==> src/rtl/bot_snapshot.sv <==
// Atomic snapshot of the Rojobot register set with interrupt, overrun and ack tracking.
// Optional acknowledge timeout enabled by defining BOT_SNAP_TIMEOUT_EN.
module bot_snapshot #(
  parameter int unsigned PULSE_W     = 2,
  parameter int unsigned ACK_TIMEOUT = 1000000,
  parameter int unsigned TO_W        = 20
) (
  input  logic       clk,
  input  logic       rst,
  input  logic       UpdSysRegs,
  input  logic [7:0] LocXIn,
  input  logic [7:0] LocYIn,
  input  logic [7:0] BotInfoIn,
  input  logic [7:0] SensorsIn,
  input  logic [7:0] LMDistIn,
  input  logic [7:0] RMDistIn,
  input  logic       IntAck,
  input  logic       ClearOvr,
  output logic [7:0] LocX,
  output logic [7:0] LocY,
  output logic [7:0] BotInfo,
  output logic [7:0] Sensors,
  output logic [7:0] LMDist,
  output logic [7:0] RMDist,
  output logic       BotInterrupt,
  output logic       SnapValid,
  output logic       Overrun,
  output logic [7:0] OvrCnt,
  output logic       TimedOut
);

  typedef enum logic [1:0] {IDLE, IRQ, WAIT_ACK} state_e;

  localparam logic [3:0] PW = 4'(PULSE_W - 1);

  state_e          state_q, state_d;
  logic            pend_q, pend_d;
  logic [5:0][7:0] snap_q, snap_d;
  logic            irq_q, irq_d;
  logic            valid_q, valid_d;
  logic            ovr_q, ovr_d;
  logic [7:0]      ocnt_q, ocnt_d;
  logic            tout_q, tout_d;
  logic [3:0]      pcnt_q, pcnt_d;
  logic            ovr_ev;
  logic [5:0][7:0] snap_in;

`ifdef BOT_SNAP_TIMEOUT_EN
  localparam logic [TO_W-1:0] TO_LAST = TO_W'(ACK_TIMEOUT - 1);
  logic [TO_W-1:0] to_q, to_d;
`else
  logic unused_cfg;
  assign unused_cfg = ^{ACK_TIMEOUT, TO_W};
`endif

  assign snap_in = {RMDistIn, LMDistIn, SensorsIn,
                    BotInfoIn, LocYIn, LocXIn};
  assign ovr_ev  = UpdSysRegs && (state_q != IDLE);

  always_comb begin
    state_d = state_q;
    pend_d  = pend_q;
    snap_d  = snap_q;
    irq_d   = irq_q;
    valid_d = valid_q;
    ovr_d   = ovr_q;
    ocnt_d  = ocnt_q;
    tout_d  = tout_q;
    pcnt_d  = pcnt_q;
`ifdef BOT_SNAP_TIMEOUT_EN
    to_d    = to_q;
`endif
    // Clear first so a coincident overrun or timeout lands on top
    if (ClearOvr) begin
      ovr_d  = 1'b0;
      ocnt_d = 8'h00;
      tout_d = 1'b0;
    end
    if (ovr_ev) begin
      pend_d = 1'b1;
      ovr_d  = 1'b1;
      if (ocnt_d != 8'hFF) ocnt_d = ocnt_d + 8'd1;
    end
    unique case (state_q)
      IDLE: begin
        if (UpdSysRegs || pend_q) begin
          snap_d  = snap_in;
          valid_d = 1'b1;
          pend_d  = 1'b0;
          irq_d   = 1'b1;
          pcnt_d  = PW;
          state_d = IRQ;
        end
      end
      IRQ: begin
        if (IntAck) begin
          irq_d   = 1'b0;
          state_d = IDLE;
        end else if (pcnt_q == 4'd0) begin
          irq_d   = 1'b0;
          state_d = WAIT_ACK;
`ifdef BOT_SNAP_TIMEOUT_EN
          to_d    = '0;
`endif
        end else begin
          pcnt_d = pcnt_q - 4'd1;
        end
      end
      WAIT_ACK: begin
        if (IntAck) begin
          irq_d   = 1'b0;
          state_d = IDLE;
        end
`ifdef BOT_SNAP_TIMEOUT_EN
        else if (to_q == TO_LAST) begin
          tout_d  = 1'b1;
          state_d = IDLE;
        end else begin
          to_d = to_q + 1'b1;
        end
`endif
      end
      default: state_d = IDLE;
    endcase
  end

  always_ff @(posedge clk or negedge rst) begin
    if (!rst) begin
      state_q <= IDLE;
      pend_q  <= 1'b0;
      snap_q  <= '0;
      irq_q   <= 1'b0;
      valid_q <= 1'b0;
      ovr_q   <= 1'b0;
      ocnt_q  <= 8'h00;
      tout_q  <= 1'b0;
      pcnt_q  <= 4'd0;
    end else begin
      state_q <= state_d;
      pend_q  <= pend_d;
      snap_q  <= snap_d;
      irq_q   <= irq_d;
      valid_q <= valid_d;
      ovr_q   <= ovr_d;
      ocnt_q  <= ocnt_d;
      tout_q  <= tout_d;
      pcnt_q  <= pcnt_d;
    end
  end

`ifdef BOT_SNAP_TIMEOUT_EN
  always_ff @(posedge clk or negedge rst) begin
    if (!rst) to_q <= '0;
    else      to_q <= to_d;
  end
`endif

  assign LocX         = snap_q[0];
  assign LocY         = snap_q[1];
  assign BotInfo      = snap_q[2];
  assign Sensors      = snap_q[3];
  assign LMDist       = snap_q[4];
  assign RMDist       = snap_q[5];
  assign BotInterrupt = irq_q;
  assign SnapValid    = valid_q;
  assign Overrun      = ovr_q;
  assign OvrCnt       = ocnt_q;
  assign TimedOut     = tout_q;

endmodule

==> config.mk <==
export PLATFORM = sky130hd
export DESIGN_NAME = bot_snapshot
export DESIGN_NICKNAME = d
export VERILOG_FILES = /design/src/rtl/bot_snapshot.sv
export SDC_FILE = /design/constraint.sdc
export NUM_CORES = 1
export LEC_CHECK = 0
export ABC_AREA = 1
export CORE_UTILIZATION = 40
export DETAILED_ROUTE_END_ITERATION = 7
export PLACE_DENSITY = 0.82
export SYNTH_ARGS = -nofsm -noshare
export SYNTH_HDL_FRONTEND = slang
export SYNTH_SLANG_ARGS = --single-unit
==> constraint.sdc <==
create_clock -name clk -period 4.3 [get_ports clk]
set_clock_uncertainty 0.15 [all_clocks]
set_input_delay 0.86 -clock clk [delete_from_list [all_inputs] [get_ports clk]]
set_output_delay 0.86 -clock clk [all_outputs]
set_load 0.02 [all_outputs]
==> Word-level counts from Yosys, hierarchy flattened <==
Cells that the tools add are included.
{ "classes": {"n_addsub": 2, "n_eq_ne": 8, "n_mux": 22, "n_reduce_logical": 12} }
{ "ops": {"columns": ["operator", "count"], "rows": [
  ["8-bit two-way mux", 3],
  ["4-bit two-way mux", 3],
  ["1-bit two-way mux", 9],
  ["8-bit by 1-bit adder with 8-bit output (second input constant)", 1],
  ["2-bit two-way mux", 4],
  ["2-bit != test (second input constant)", 4],
  ["8-bit != test (second input constant)", 1],
  ["4-bit case mux with 2 select lines", 1],
  ["4-bit AND reduction", 2],
  ["2-bit case mux with 3 select lines", 1],
  ["2-bit nonzero test", 3],
  ["4-bit logical NOT", 1],
  ["4-bit by 1-bit subtractor with 4-bit output (second input constant)", 1],
  ["3-bit != test (second input constant)", 1],
  ["1-bit case mux with 3 select lines", 1],
  ["3-bit AND reduction", 1],
  ["3-bit nonzero test", 1],
  ["2-bit by 1-bit == test with 1-bit output (second input constant)", 1],
  ["2-bit == test (second input constant)", 1],
  ["2-bit logical NOT", 1],
  ["2-bit AND reduction", 1],
  ["1-bit logical AND", 1],
  ["1-bit logical OR", 1]
]} }
{ "totals": {"reg_bits": 66, "word_cells": 57} }

==> Logic depth before layout (Yosys ltp) <==
Gate-level depths: netlist (run 1).
{ "depth": {"word_depth": 5, "mapped_depth": 10} }

==> Least setup slack after synthesis (run 1) <==
Ideal clock, no wire load.
{ "synth_path": {"path_kind": "input to register", "from": "input ClearOvr", "to": "register ocnt_q[6] (netlist: OvrCnt[6])", "setup_time_ns": 0.121, "arrival_time_ns": 1.436, "required_time_ns": 4.029, "path_slack_ns": 2.593, "stages": 7, "n_path_buf": 1, "cell_sequence": "inv_2 > buf_6 > nand3_2 > nor2_2 > nand3_1 > nand2_1 > o21ai_1"} }
{ "synth_via": {"elab_chain_cells": 4} }
{ "synth_lines": {"columns": ["element", "line", "source"], "rows": [
  ["start: declaration", "18", "input logic ClearOvr,"],
  ["8-bit two-way mux (*)", "74", "if (ClearOvr) begin"],
  ["8-bit by 1-bit adder with 8-bit output / 8-bit != test (equally long branches)", "82", "if (ocnt_d != 8'hFF) ocnt_d = ocnt_d + 8'd1;"],
  ["8-bit two-way mux", "82", null],
  ["8-bit two-way mux (*)", "79", "if (ovr_ev) begin"],
  ["via ocnt_d[6]", "42", "logic [7:0] ocnt_q, ocnt_d;"],
  ["end signal: assignment", "145", "ocnt_q <= ocnt_d;"],
  ["end: declaration", "42", null]
]} }
Mark *: on every way through the listed nets, which the timed path passes. The rest lies on a longest branch.
A chain may end at the register's enable or synchronous reset.

==> Worst setup path in the final report (run 1) <==
{ "layout_path": {"from": "input UpdSysRegs", "to": "register snap_q (netlist bit LMDist[1])"} }
{ "layout_via": {"elab_chain_cells": 2} }
{ "layout_lines": {"columns": ["element", "line", "source"], "rows": [
  ["start: declaration", "10", "input logic UpdSysRegs,"],
  ["1-bit logical OR", "86", "if (UpdSysRegs || pend_q) begin"],
  ["2-bit AND reduction (no source line)", null, null],
  ["end signal: assignment", "141", "snap_q <= snap_d;"],
  ["end: declaration", "38", "logic [5:0][7:0] snap_q, snap_d;"]
]} }
Every way passes these cells.

==> run summary, run 1 <==
The run finished with clean final reports. The core area is roughly 0.0072 mm2. The final period demand of the worst path came out at around 2.8 ns. The number of global-route vias before repair was 2601. The share of layout cells above drive strength 1 is 7.64%.

After synthesis, the largest family of logic cells by area is simple AND/OR/NAND/NOR gates. The number of iterations in the first detailed-routing pass came out at 4. In this run the vertical extent of the chip is between 80 and 90 um. The hold violation count in the final report came out at 0. The overall track demand over capacity in global routing came out at approximately a fifth.

The synthesized netlist devotes between 30% and 40% of its cell area to simple gates. The clock transition at the registers of the reported paths is 0.08 ns. STA classifies the critical path endpoint as a register.

The largest voltage drop on the vdd net is slightly above 0.4 mV. The cell at the root of the clock tree is clkbuf_8. The die span in x came out at between 80 and 90 um. The number of top-level pins is 113. The top fanout value on the critical path is 50. The number of buffers created by CTS came out at 9. The final net count came out at 524. In the final timing run, aggregate negative setup slack is 0 ns. The critical path buffer and inverter count is 2.

Counting stages on the worst path, the most repeated cell is nand2_1. The adder-cell share of the synthesized area is ~2.1%. The number of warning messages in the yosys log is 0.

The unique cell type count in the Yosys netlist is 24. The number of hold buffers added after CTS was 0. The number of max-capacitance violations reported is 0. The routed length per instance is approximately 13 um.

The post-detailed-route via-to-cell ratio came out at about 4.8. The initial core utilization came out at approximately two fifths. The share of the synthesized area in compound gates (AO/OA/AOI/OAI) is 1.76%. For the worst-skew pair, the clock arrives at the later sink with an insertion delay of 0.34 ns. The total overflow reported by the global router is 0.

The H-tree depth reported by CTS is 3. The first global-routing pass estimated about 12000 um of wire. In this run the tightest slew margin relative to its limit is between 40% and 50%. The number of buffer cells added on primary ports came out at 111.

The count of nets left with antenna violations once routing finished came out at 0. In the layout the commonest cells are nand2_1, clkdlybuf4s50_1, dfrtp_1. The number of DRC violations after detailed-routing iteration 0 came out at approximately 150. The cell family contributing the most delay on the critical path is simple AND/OR/NAND/NOR gates. After filler insertion, the fill cell instance count of the layout stands at slightly above 600. Dividing the final minimum period by the clock period gives 64.7%. Summed over its instances, the top area cell type makes up between 50% and 60% of the synthesized netlist area. The total nets after synthesis came out at 418. The highest clock rate is 359 MHz. The cell area power density is 761 mW/mm2. The total setup violations reported at the end of the flow came out at 0. In the post-synthesis netlist, the biggest area contributors are dfrtp_1, nand2_1, nand3_1. The library cell contributing the largest single delay on the critical path is nand2_2. The row count came out at 31. The type of element launching the critical path is an input port. The number of antenna violations at the first check in global routing came out at 0.

From synthesis to final layout, the design area changed by 45.7%. The measured slew at the worst slew-check pin is slightly below 0.9 ns. The clock passes through at most 2 buffers. The worst min-delay path category is reg -> reg. The portion of synthesized area spent on multiplexers is 0%. TritonCTS built the clock tree. The overall die area is roughly 0.008 mm2. The required time at the worst-slack endpoint came out at 4.38 ns.

The cell taking the most area after synthesis is dfrtp_1. The total standard cell area after synthesis came out at around 0.0030 mm2. The HPWL after detailed placement is between 5000 and 6000 um. The cell count along the critical path came out at 6. The number of setup buffers added after CTS is 0. The total inserted antenna cells is 0.

In this design, the stage delay of the slowest critical-path cell is 0.65 ns. The leading cell type in the layout, fill and taps excluded is nand2_1. The post-detailed-routing wire length is 7410 um. The share of the synthesized netlist area taken by xor and xnor gates is 0%.

Setup repair after global routing left no endpoint under its margin. The max-slew violation total from the final report is 0. The worst-case reg-to-reg path depth is 6. The final route contains about 2700 vias.

The last weighted congestion value of the routability-driven placer is just over 0.8. The worst hold path depth came out at 2. After detailed routing, the number of remaining DRC violations is 0.

The arrival time of the worst setup path is between 2 and 3 ns. The post-detailed-placement cell area is just over 0.004 mm2. The finished cells cover 0.00434 mm2. The number of gates given a new drive strength after cts came out at 0. The clock sink total is 66. Entering global routing, the biggest net connects between 50 and 60 pins. The mean cell area of the mapped netlist came out at about 8.3 um2. The leakage component of the power came out at between 0.002 and 0.0025 uW.

The share of synthesized area occupied by flip-flops and latches came out at between 50% and 60%. The signal on the critical path passes through clkdlybuf4s50_1, inv_2, nand2_4, nand2_2, nand2_1, nand2_1. The number of cells produced by synthesis came out at between 300 and 400.

The type of the setup path with the least slack is in -> reg. The register bit total from synthesis came out at 66.
[layer usage]
metal	GRT usage, %	part of all wire, %	vias up
li1	-	-	1350
met1	25.5	42	1265
met2	32.8	49	93
met3	5.78	7.4	14
met4	8.36	1.7	0
met5	0	0	-
[layout make-up]
class | instances | area, um2 | share of cell area (%)
clock buffers | 9 | 124 | 2.85
clock inverters | 7 | 103 | 2.36
inverters | 23 | 86.3 | 1.99
multi-input cells | 253 | 1130 | 26.1
flip-flops and latches | 66 | 1650 | 38.0
well taps | 99 | 124 | 2.85
repair buffers | 113 | 1120 | 25.8
[where the power goes]
group / total (uW) / leakage (uW) / internal (uW) / switching [uW]
Combinational: 1660 / 0.00121 / 688 / 968
Clock: 587 / 0.000115 / 332 / 255
Sequential: 1060 / 0.000823 / 894 / 167
Total: 3300 / 0.00214 / 1910 / 1390
[path summary, 6_finish.rpt]
path / slack (ns) / from / endpoint
worst max-delay path: 1.52 / UpdSysRegs / LMDist[1]
worst min-delay path: 0.32 / LocY[3] / LocY[3]
worst max register to register: 1.69 / state_q[0] / LMDist[1]
worst min register to register: 0.32 / LocY[3] / LocY[3]
max in group asynchronous: 2.66 / rst / LMDist[6]
min in group asynchronous: 0.43 / rst / LocY[6]
[synth_stat cells, drive strengths merged]
| cell | number |
|---|---|
| nand2 | 152 |
| dfrtp | 66 |
| nand3 | 63 |
| inv | 22 |
| nor2 | 20 |
| buf | 13 |
| o21ai | 6 |
| clkbuf | 5 |
| ha | 5 |
| nand4 | 2 |
| a21oi | 1 |
| a31oi | 1 |
| clkinv | 1 |
| conb | 1 |
| o211ai | 1 |
| or2 | 1 |
[cell families after synthesis]
| logic type | Yosys count |
|---|---|
| flip-flops | 66 |
| AO/OA/AOI/OAI | 9 |
| AND/OR/NAND/NOR | 238 |
| buffers and inverters | 41 |
| other | 1 |
| adder cells (fa/ha/maj) | 5 |
[per-stage QoR]
stage / hold WS, ns / total power, uW / setup WS (ns) / std cells / util (%)
finish: 0.322 / 3300 / 1.52 / 570 / 60.2
global route: 0.340 / 3560 / 1.33 / 570 / 60.2
CTS: 0.326 / 3340 / 1.49 / 570 / 60.2
detailed placement: 0.307 / 2740 / 1.14 / 554 / 57.1
global placement: 0.304 / 2670 / 1.23 / 554 / 57.1
floorplan: 0.299 / 2050 / 2.59 / 360 / -
[worst min-delay path: cells and delay by family (launching register included)]
family | cells | cell delay (ns)
flip-flops | 1 | 0.35
AND/OR/NAND/NOR | 2 | 0.09
[state kept, by name (all words and copies together) (netlist names), 2 cells and up]
| name | count |
|---|---|
| state_q | 2 |
| LMDist | 8 |
| RMDist | 8 |
| OvrCnt | 8 |
| LocX | 8 |
| Sensors | 8 |
| LocY | 8 |
| BotInfo | 8 |
| pcnt_q | 4 |
Power figures use the tool's default switching activity.
==> run 2: changes to the inputs <==
PLACE_DENSITY = 0.85   (was 0.82)
clock period = 2.4 ns   (was 4.3 ns; I/O delays follow)
==> run 2 against run 1 <==
Net effect:
- via count fell by 1.9%
- non-clock buffer count increased by 4
- cell area grew 0.46%
- worst hold slack got worse by 0.31 ns
- cell count rose by 0.70%
- routed wire length decreased by 5.0%
- sequential share of layout area down 0.17 points
- core utilization increased by 0.28 points
- flip-flop and latch count is the same
- critical path depth down 5
- largest cell class unchanged
- largest power group unchanged
- highest routed layer unchanged
==> run summary, run 2 (synthesized netlist as in run 1, its figures left out) <==
After floorplanning, the core was sized to cover 0.00721 mm2. The first global-routing pass estimated 11200 um of wire. For this run, the slowest stage of the critical path takes 0.64 ns. TritonCTS built the clock tree. In the layout the commonest cells are nand2_1, clkdlybuf4s50_1, dfrtp_1. The repair_antennas step left the layout with diodes totalling 0. The summed negative setup slack over all endpoints came out at 0 ns. The cell family contributing the most delay on the critical path is buffers and inverters. The max-slew violation total from the final report is 0. The post-detailed-placement cell area is ~0.0042 mm2.

The remaining routing DRC violations came out at 0. The half-perimeter wire length after placement is between 5000 and 6000 um. In this run, post-CTS repair resized a total of 0 instances. The arrival time of the worst setup path came out at roughly 1.4 ns. The highest clock rate came out at 492 MHz. The clock passes through at most 2 buffers.

The proportion of power drawn by flip-flops and latches is about a third. The largest voltage drop on the vdd net is 0.660 mV. The hold buffer count at CTS came out at 0. In this run switching power makes up 42.0% of total power.

The kind of end point of the critical path is a primary output. The H-tree depth reported by CTS came out at 3. The number of DRC violations after detailed-routing iteration 0 came out at between 100 and 150. Walking the worst path, the cells encountered are clkdlybuf4s50_1. Setup violations remaining at the end of the flow were counted as 0. The worst hold-check slack came out at approximately 0.014 ns. The final net count came out at roughly 530. The largest net degree at the start of global routing is 67. Counting the buffers created by CTS gives 9.

The overall track demand over capacity in global routing is 18.5%. The share of the cycle needed by the critical path after routing is between 80% and 90%. The post-detailed-route via-to-cell ratio came out at ~4.7. The final period demand of the worst path came out at a little over 2 ns. The slowest stage of the critical path belongs to the cell clkdlybuf4s50_1. Setup repair after global routing left no endpoint under its margin. The flow ran to the end, and the final reports show no timing, DRC or antenna violations. The routed length per instance is roughly 12 um.

The layout has approximately 640 filler cells. The die is approximately 88 um wide. The number of global-route vias before repair came out at between 2000 and 3000.

The cell area power density is 1330 mW/mm2. Summing all multi-input logic gate instances after layout gives roughly 0.0011 mm2. The clock latency on the worst-skew pair came out at between 0.3 and 0.4 ns. Once the clock tree was built, the setup fixing pass inserted 0 buffers. The sequential cell area is between 0.0015 and 0.002 mm2.

The switching power total is roughly 2400 uW. The type of the setup path with the least slack is reg -> out. The required time at the worst-slack endpoint is about 1.8 ns.

The die covers between 0.007 and 0.008 mm2. The total overflow reported by the global router came out at 0. The internal power consumption is approximately 3400 uW. The hold violation count in the final report came out at 0. The combinational group share of total power is between 50% and 60%.

The tree is rooted in a clkbuf_8. The overall via count from detail_route is 2671. The die span in y is just under 90 um.

The leakage component of the power came out at 0.00215 uW. The post-detailed-routing wire length is between 7000 and 8000 um. The pre-antenna-repair detailed-routing pass consisted of 4 iterations. The clock share of power came out at about 16%.

The initial core utilization is 41.3%. In the final layout, the share of cells above drive strength 1 is around 8.4%. The area growth from synthesis to final layout came out at 46.4%. At the end of routability-driven placement, the weighted congestion stood at 0.799.

The leading cell type in the layout, fill and taps excluded is nand2_1. The number of max-capacitance violations reported is 0. The row count came out at 31. The number of nets with antenna violations after detailed routing came out at 0.

The number of antenna violations at the first check in global routing was 0. The cell area after layout came out at 0.00436 mm2. The number of buffer cells added on primary ports is 111. The number of buffers and inverters on the critical path is 1.

The top fanout value on the critical path is 6. The clock sink total is 66. STA classifies the critical path startpoint as a register. After clock tree synthesis, the clock-pin slew on the worst setup and hold paths is ~0.070 ns. The number of top-level pins came out at 113. The min-delay analysis places its worst path in the category in -> async.
## run 2: cell types whose count changed in the layout (fill, tap and decap cells not counted), sizes merged
cell	before	now
buf	3	7
bufinv	2	1
clkbuf	9	10
clkinv	5	3
clkinvlp	0	3
inv	23	22
## run 2: power groups by stage
| stage | sequential, uW | clock, uW | combinational [uW] |
|---|---|---|---|
| global route | 1960 | 992 | 3300 |
| CTS | 1900 | 954 | 3030 |
| detailed placement | 1910 | 0 | 3030 |
| global placement | 1890 | 0 | 2940 |
| finish | 1900 | 928 | 2990 |
| floorplan | 2390 | 0 | 1280 |
## run 2: area by class of cell
class / count / area share [%]
clock buffers: 10 / 3.15
clock inverters: 6 / 1.52
inverters: 23 / 1.98
multi-input cells: 253 / 26.0
flip-flops and latches: 66 / 37.9
well taps: 99 / 2.84
repair buffers: 117 / 26.7
## run 2: layer usage
layer / track usage (%) / vias up / wire length (um) / share of wire, %
li1: - / 1343 / - / -
met1: 23.4 / 1250 / 3070 / 44
met2: 31.9 / 70 / 3530 / 50
met3: 3.08 / 8 / 352 / 5.0
met4: 7.04 / 0 / 74 / 1.1
met5: 0 / - / 0 / 0
## run 2: path summary, 6_finish.rpt
path,startpoint,endpoint,slack (ns),cells past startpoint
setup / recovery,OvrCnt[1],OvrCnt[1],0.37,1
hold reg to reg,LocY[2],LocY[2],0.32,2
setup reg to reg,state_q[0],LocX[0],0.67,7
min in group clk,LocY[2],LocY[2],0.32,2
hold / removal,rst,OvrCnt[0],0.01,2
max in group asynchronous,rst,BotInfo[3],1.80,2
## run 2: metrics by stage
| step | setup slack, ns | utilization (%) | cells | power, uW |
|---|---|---|---|---|
| final | 0.368 | 60.5 | 574 | 5820 |
| after global routing | 0.306 | 60.5 | 574 | 6250 |
| after CTS | 0.350 | 60.5 | 574 | 5890 |
| after detailed placement | 0.309 | 57.6 | 558 | 4940 |
| after global placement | 0.334 | 57.6 | 558 | 4830 |
| after floorplan | 0.883 | - | 360 | 3670 |
